--- config.mk ---
export PLATFORM = sky130hd
export DESIGN_NAME = pm_word_loader_flat
export DESIGN_NICKNAME = d
export VERILOG_FILES = /design/src/rtl/pm_word_loader_if.sv /design/src/rtl/pm_word_loader.sv /design/src/flat_wrapper.sv
export SDC_FILE = /design/constraint.sdc
export NUM_CORES = 1
export LEC_CHECK = 0
export BUFFER_PORTS_ARGS = -buffer_cell sky130_fd_sc_hd__buf_2
export CORE_ASPECT_RATIO = 0.9
export CORE_MARGIN = 5
export CORE_UTILIZATION = 35
export CTS_CLUSTER_DIAMETER = 60
export DETAILED_ROUTE_END_ITERATION = 7
export SLEW_MARGIN = 20
export SYNTH_ARGS = -nofsm -noshare
export SYNTH_HDL_FRONTEND = slang
export SYNTH_SLANG_ARGS = --single-unit
--- constraint.sdc ---
create_clock -name clk -period 2.7 [get_ports clk]
set_input_delay 0 -clock clk [delete_from_list [all_inputs] [get_ports clk]]
set_output_delay 0 -clock clk [all_outputs]
set_load 0.05 [all_outputs]
--- src/rtl/pm_word_loader_if.sv ---
// Byte-loader bus: pad-side load stream, program-memory write port and
// CPU result readback grouped into one parametrised bundle.
interface pm_word_loader_if #(
    parameter int DATA_WIDTH = 32,
    parameter int ADD_WIDTH  = 7,
    parameter int WIDTH      = 8
);
    localparam int BYTES = DATA_WIDTH / WIDTH;
    localparam int LW    = (BYTES > 1) ? $clog2(BYTES) : 1;

    logic                  load_start;
    logic [ADD_WIDTH-1:0]  start_addr;
    logic [WIDTH-1:0]      byte_in;
    logic                  byte_valid;
    logic                  load_end;
    logic                  pm_wr_en;
    logic [ADD_WIDTH-1:0]  pm_addr;
    logic [DATA_WIDTH-1:0] pm_wdata;
    logic                  cpu_hold;
    logic                  busy;
    logic                  load_done;
    logic                  overflow;
    logic [ADD_WIDTH:0]    word_count;
    logic [DATA_WIDTH-1:0] result_in;
    logic [LW-1:0]         result_sel;
    logic [WIDTH-1:0]      result_byte;

    modport master (
        output load_start, start_addr, byte_in, byte_valid, load_end,
               result_in, result_sel,
        input  pm_wr_en, pm_addr, pm_wdata, cpu_hold, busy, load_done,
               overflow, word_count, result_byte
    );

    modport slave (
        input  load_start, start_addr, byte_in, byte_valid, load_end,
               result_in, result_sel,
        output pm_wr_en, pm_addr, pm_wdata, cpu_hold, busy, load_done,
               overflow, word_count, result_byte
    );
endinterface

--- src/rtl/pm_word_loader.sv ---
// Byte-serial program-memory loader: packs pad bytes little-endian into words,
// auto-increments the write address, holds the CPU in reset while loading.
module pm_word_loader #(
    parameter int DATA_WIDTH = 32,
    parameter int ADD_WIDTH  = 7,
    parameter int WIDTH      = 8
) (
    input  logic             clk,
    input  logic             rst_n,
    pm_word_loader_if.slave  bus
);
    localparam int BYTES = DATA_WIDTH / WIDTH;
    localparam int LW    = (BYTES > 1) ? $clog2(BYTES) : 1;

    localparam logic [1:0] ST_IDLE  = 2'd0;
    localparam logic [1:0] ST_LOAD  = 2'd1;
    localparam logic [1:0] ST_FLUSH = 2'd2;

    localparam logic [LW-1:0]        LAST_IDX = LW'(BYTES - 1);
    localparam logic [ADD_WIDTH-1:0] ADDR_MAX = '1;

    logic [1:0]            state, state_n;
    logic [ADD_WIDTH-1:0]  addr, addr_n;
    logic [LW-1:0]         byte_idx, byte_idx_n;
    logic [DATA_WIDTH-1:0] assembly, assembly_n;
    logic [ADD_WIDTH:0]    word_count, word_count_n;
    logic                  overflow, overflow_n;
    logic                  top_done, top_done_n;
    logic                  pm_wr_en, pm_wr_en_n;
    logic [ADD_WIDTH-1:0]  pm_addr, pm_addr_n;
    logic [DATA_WIDTH-1:0] pm_wdata, pm_wdata_n;
    logic                  load_done, load_done_n;
    logic [WIDTH-1:0]      result_byte, result_byte_n;

    logic                  commit;
    logic [DATA_WIDTH-1:0] commit_word;
    logic [DATA_WIDTH-1:0] packed_word;

    // NOTE: every variable driven here gets a default first so no path can
    // leave it unassigned and infer a latch.
    always_comb begin
        state_n      = state;
        addr_n       = addr;
        byte_idx_n   = byte_idx;
        assembly_n   = assembly;
        word_count_n = word_count;
        overflow_n   = overflow;
        top_done_n   = top_done;
        pm_wr_en_n   = 1'b0;
        pm_addr_n    = pm_addr;
        pm_wdata_n   = pm_wdata;
        load_done_n  = 1'b0;
        commit       = 1'b0;
        commit_word  = '0;

        packed_word = assembly;
        for (int k = 0; k < BYTES; k++) begin
            if (int'(byte_idx) == k) packed_word[k*WIDTH +: WIDTH] = bus.byte_in;
        end

        if (bus.load_start) begin
            // Restart from any state; partial word and pending flush are dropped.
            state_n      = ST_LOAD;
            addr_n       = bus.start_addr;
            byte_idx_n   = '0;
            assembly_n   = '0;
            word_count_n = '0;
            overflow_n   = 1'b0;
            top_done_n   = 1'b0;
        end else begin
            case (state)
                ST_IDLE: ;
                ST_LOAD: begin
                    if (bus.byte_valid) begin
                        if (byte_idx == LAST_IDX) begin
                            commit      = 1'b1;
                            commit_word = packed_word;
                            byte_idx_n  = '0;
                            assembly_n  = '0;
                        end else begin
                            byte_idx_n  = byte_idx + LW'(1);
                            assembly_n  = packed_word;
                        end
                    end
                    if (bus.load_end) begin
                        if (byte_idx_n != '0) begin
                            state_n = ST_FLUSH;
                        end else begin
                            state_n     = ST_IDLE;
                            load_done_n = 1'b1;
                        end
                    end
                end
                ST_FLUSH: begin
                    // Unfilled lanes are already zero: assembly is cleared per word.
                    commit      = 1'b1;
                    commit_word = assembly;
                    byte_idx_n  = '0;
                    assembly_n  = '0;
                    state_n     = ST_IDLE;
                    load_done_n = 1'b1;
                end
                default: state_n = ST_IDLE;
            endcase
        end

        // Once the top address has been written, further words are dropped
        // and flagged rather than wrapping onto low memory.
        if (commit) begin
            if (top_done) begin
                overflow_n = 1'b1;
            end else begin
                pm_wr_en_n   = 1'b1;
                pm_addr_n    = addr;
                pm_wdata_n   = commit_word;
                word_count_n = word_count + (ADD_WIDTH+1)'(1);
                if (addr == ADDR_MAX) top_done_n = 1'b1;
                else                  addr_n     = addr + ADD_WIDTH'(1);
            end
        end
    end

    // NOTE: sequential state uses non-blocking assignments so every register
    // samples the pre-edge values regardless of statement order.
    always_ff @(posedge clk or negedge rst_n) begin
        if (!rst_n) begin
            state      <= ST_IDLE;
            addr       <= '0;
            byte_idx   <= '0;
            assembly   <= '0;
            word_count <= '0;
            overflow   <= 1'b0;
            top_done   <= 1'b0;
            pm_wr_en   <= 1'b0;
            pm_addr    <= '0;
            pm_wdata   <= '0;
            load_done  <= 1'b0;
        end else begin
            state      <= state_n;
            addr       <= addr_n;
            byte_idx   <= byte_idx_n;
            assembly   <= assembly_n;
            word_count <= word_count_n;
            overflow   <= overflow_n;
            top_done   <= top_done_n;
            pm_wr_en   <= pm_wr_en_n;
            pm_addr    <= pm_addr_n;
            pm_wdata   <= pm_wdata_n;
            load_done  <= load_done_n;
        end
    end

    // Result readback runs every cycle regardless of the load FSM.
    always_comb begin
        result_byte_n = '0;
        for (int k = 0; k < BYTES; k++) begin
            if (int'(bus.result_sel) == k) result_byte_n = bus.result_in[k*WIDTH +: WIDTH];
        end
    end

    always_ff @(posedge clk or negedge rst_n) begin
        if (!rst_n) result_byte <= '0;
        else        result_byte <= result_byte_n;
    end

    assign bus.pm_wr_en    = pm_wr_en;
    assign bus.pm_addr     = pm_addr;
    assign bus.pm_wdata    = pm_wdata;
    assign bus.busy        = (state != ST_IDLE);
    assign bus.cpu_hold    = (state != ST_IDLE);
    assign bus.load_done   = load_done;
    assign bus.overflow    = overflow;
    assign bus.word_count  = word_count;
    assign bus.result_byte = result_byte;

endmodule

--- src/flat_wrapper.sv ---
// flat-port wrapper written by rule: the top's interface ports become plain ports
module pm_word_loader_flat 
#(
    parameter int DATA_WIDTH = 32,
    parameter int ADD_WIDTH  = 7,
    parameter int WIDTH      = 8
)
  (clk, rst_n, bus_load_start, bus_start_addr, bus_byte_in, bus_byte_valid, bus_load_end, bus_result_in, bus_result_sel, bus_pm_wr_en, bus_pm_addr, bus_pm_wdata, bus_cpu_hold, bus_busy, bus_load_done, bus_overflow, bus_word_count, bus_result_byte);
  pm_word_loader_if #(.DATA_WIDTH(DATA_WIDTH), .ADD_WIDTH(ADD_WIDTH), .WIDTH(WIDTH)) bus_i ();
  input  logic clk;
  input  logic rst_n;
  input wire logic [$bits(bus_i.load_start)-1:0] bus_load_start;
  input wire logic [$bits(bus_i.start_addr)-1:0] bus_start_addr;
  input wire logic [$bits(bus_i.byte_in)-1:0] bus_byte_in;
  input wire logic [$bits(bus_i.byte_valid)-1:0] bus_byte_valid;
  input wire logic [$bits(bus_i.load_end)-1:0] bus_load_end;
  input wire logic [$bits(bus_i.result_in)-1:0] bus_result_in;
  input wire logic [$bits(bus_i.result_sel)-1:0] bus_result_sel;
  output wire logic [$bits(bus_i.pm_wr_en)-1:0] bus_pm_wr_en;
  output wire logic [$bits(bus_i.pm_addr)-1:0] bus_pm_addr;
  output wire logic [$bits(bus_i.pm_wdata)-1:0] bus_pm_wdata;
  output wire logic [$bits(bus_i.cpu_hold)-1:0] bus_cpu_hold;
  output wire logic [$bits(bus_i.busy)-1:0] bus_busy;
  output wire logic [$bits(bus_i.load_done)-1:0] bus_load_done;
  output wire logic [$bits(bus_i.overflow)-1:0] bus_overflow;
  output wire logic [$bits(bus_i.word_count)-1:0] bus_word_count;
  output wire logic [$bits(bus_i.result_byte)-1:0] bus_result_byte;
  assign bus_i.load_start = bus_load_start;
  assign bus_i.start_addr = bus_start_addr;
  assign bus_i.byte_in = bus_byte_in;
  assign bus_i.byte_valid = bus_byte_valid;
  assign bus_i.load_end = bus_load_end;
  assign bus_i.result_in = bus_result_in;
  assign bus_i.result_sel = bus_result_sel;
  assign bus_pm_wr_en = bus_i.pm_wr_en;
  assign bus_pm_addr = bus_i.pm_addr;
  assign bus_pm_wdata = bus_i.pm_wdata;
  assign bus_cpu_hold = bus_i.cpu_hold;
  assign bus_busy = bus_i.busy;
  assign bus_load_done = bus_i.load_done;
  assign bus_overflow = bus_i.overflow;
  assign bus_word_count = bus_i.word_count;
  assign bus_result_byte = bus_i.result_byte;
  pm_word_loader #(.DATA_WIDTH(DATA_WIDTH), .ADD_WIDTH(ADD_WIDTH), .WIDTH(WIDTH)) u_core (.clk(clk), .rst_n(rst_n), .bus(bus_i));
endmodule
==> metrics.cfg <==
[status]
outcome=completed

[logic_synthesis]
synth.area.top_cells=dfrtp_1, a32o_1, mux4_2
syn_area_um2=4648
synth-seq-area-share=0.5491
synth_top_area_cell=dfrtp_1
ys.flop_type=dfrtp_1
syn_nets=486
synth_top_area_share=0.5491
yosysWarnings=0
avgSynthCellArea_um2=11.07
synth_seq_cells=102
synthCells=420
yosysUniqueCellTypes=51
ys_async_sr_fraction=1.000
synth_edf_count=0

[sta]
finalSetupViolations=0
fin_crit_sh=0.9116
period_minus_slack_ns=2.461
skew_ns=0.005897
max_clock_freq_mhz=406.3
slew_headroom=0.4891
setup_tns_ns=0
slew_violations=0
rsz0062_at_grt=false
final-hold-violation-count=0
worstMarginPinSlew_ns=0.7664
hold_ws_ns=0.03469

[clocking]
cts_buffers=9
cts-root-buf=clkbuf_16
ctsHoldBuffers=25
clkSinkCount=102
post_cts_buffers=0
cts_tree=done
clock_path_buffers=2
clk_latency_ns=0.34
cts.clk_slew.worst_paths_ns=0.07
htreeDepth=3
cts-resized-gates=0

[floorplanning]
die_y_um=119.3
row_count=40
die_w_um=131.5
initial_core_util=0.3531
io_pins=114
coreArea_um2=13160
die_area_um2=15690

[placed_design]
place_area_um2=5349
hpwlAfterDp_um=8502
numPortBuffers=113
gp_congestion=0.7874

[layout]
final_layout_size_suffix_gt1_frac=0.2802
fin_nets=607
design_area_um2=5923
area.growth.synth_to_final_pct=27.43
n_fill_cell=1249
antennaDiodeCount=0

[route]
first_pass_iters=4
drc=0
num_vias=3763
ant_nets=0
viasPerCell=5.270
routed_wl_um=12130
drt_iter0_drc=342
wl_per_cell_um=16.99

[setup_path]
start_kind=flip-flop
cp-end-kind=flip-flop
crit_required_ns=2.94
critPathArrivalTime_ns=2.70
crit_type=flip-flop to flip-flop
crit_fanout=27

[global_route]
antenna_found_initial=0
grt_use_total=0.1587
grt_pass1_vias=3915
grt_pass1_wl_um=20470
grt_max_degree=60
grt_overflow_total=0

[worst_hold_path]
hold_class=primary input to flip-flop

[power]
p_leak_uw=0.002806
ir_drop_v=0.0002915
p_per_area_nw_per_um2=768.4

[flow_run]
max_cap_viol_count=0

-- area by class of cell --
class	count	area, um^2	share of cell area
Sequential cell	102	2552	0.4309
Multi-Input combinational cell	270	1896	0.3200
Timing Repair Buffer	147	898.4	0.1517
Clock buffer	10	239.0	0.04035
Tap cell	168	210.2	0.03549
Clock inverter	6	85.08	0.01436
Inverter	11	42.54	0.007182
-- synthesized netlist by cell type, types with 8 or more instances --
library cell  instances
a32oi_1              12
a221oi_1             15
o21ai_1              26
inv_1                 8
clkbuf_1             16
dfrtp_1             102
ha_1                 12
mux4_2                8
buf_1                12
a32o_1               22
nor2_1               42
a22o_1                8
nand2_1              46
-- per-layer routing --
layer / routed length, um / track usage
met4: 91 / 0.03792
met2: 5549 / 0.2497
met5: 0 / 0
met1: 5751 / 0.2180
met3: 740 / 0.04476
-- kinds of logic after synthesis --
logic type | Yosys count | share of synthesized area
AOI/OAI and AO/OA | 116 | 0.1935
xor gates and xnor gates | 4 | 0.007536
adders and majority gates | 12 | 0.03230
buffers and inverters | 48 | 0.04441
DFF | 102 | 0.5491
muxes | 15 | 0.05437
and+or+nand+nor | 123 | 0.1187
-- power breakdown --
| part | total (uW) | internal [uW] | switching (uW) |
|---|---|---|---|
| logic | 1300 | 346 | 955 |
| clock network | 1410 | 835 | 574 |
| registers | 1840 | 1730 | 113 |
-- sequential cells by signal (all words and copies together) (netlist names), 2 cells and up --
| name | count |
|---|---|
| u_core.addr | 7 |
| u_core.assembly | 32 |
| u_core.bus.pm_addr | 7 |
| u_core.bus.pm_wdata | 32 |
| u_core.bus.result_byte | 8 |
| u_core.bus.word_count | 8 |
| u_core.byte_idx | 2 |
| u_core.state | 2 |
-- critical path: stages (launching register included) --
cell	delay [ns]
dfrtp_1	0.46
ha_1	0.36
a31oi_1	0.24
or2_2	0.35
clkinv_2	0.39
and4b_1	0.34
nor4_1	0.22
-- placed cells by master, fill, tap and decap left out, types with 5 or more instances in the layout --
cell type	synthesis	routed
ha_1	12	12
nor2_1	42	42
a22oi_1	6	6
a21oi_1	5	5
dlygate4sd3_1	0	25
o21bai_1	6	6
buf_2	5	112
nand2_1	46	46
a32o_1	22	22
mux4_2	8	8
a22o_1	8	8
buf_4	3	9
mux2i_1	5	5
nor3_1	6	6
a221oi_1	15	15
clkbuf_16	0	9
o21ai_1	26	26
inv_1	8	8
dfrtp_1	102	102
a32oi_1	12	12
-- per-stage QoR --
stage,util,setup WS (ns),power [uW],cells
after global routing,0.4500,0.02706,4765,714
final,0.4500,0.2387,4551,714
after CTS,0.4500,0.2325,4607,714
after detailed placement,0.4064,0.2379,3151,673
after floorplan,-,0.5198,2794,420
after global placement,0.4064,0.3012,3132,673
-- worst paths after layout --
path	start	end	slack, ns	cells after the start
max in group asynchronous	rst_n	u_core.assembly[9]$_DFFE_PN0P_	1.71	3
worst max-delay path	u_core.byte_idx[0]$_DFFE_PN0P_	u_core.addr[3]$_DFF_PN0_	0.24	6
worst min-delay path	bus_byte_in[3]	u_core.assembly[3]$_DFFE_PN0P_	0.03	2
worst min register to register	u_core.bus.pm_addr[6]$_DFFE_PN0P_	u_core.bus.pm_addr[6]$_DFFE_PN0P_	0.48	2
worst max register to register	u_core.byte_idx[0]$_DFFE_PN0P_	u_core.addr[3]$_DFF_PN0_	0.24	6
min in group asynchronous	rst_n	u_core.bus.pm_wdata[5]$_DFFE_PN0P_	0.28	2
Power figures use the tool's default switching activity.
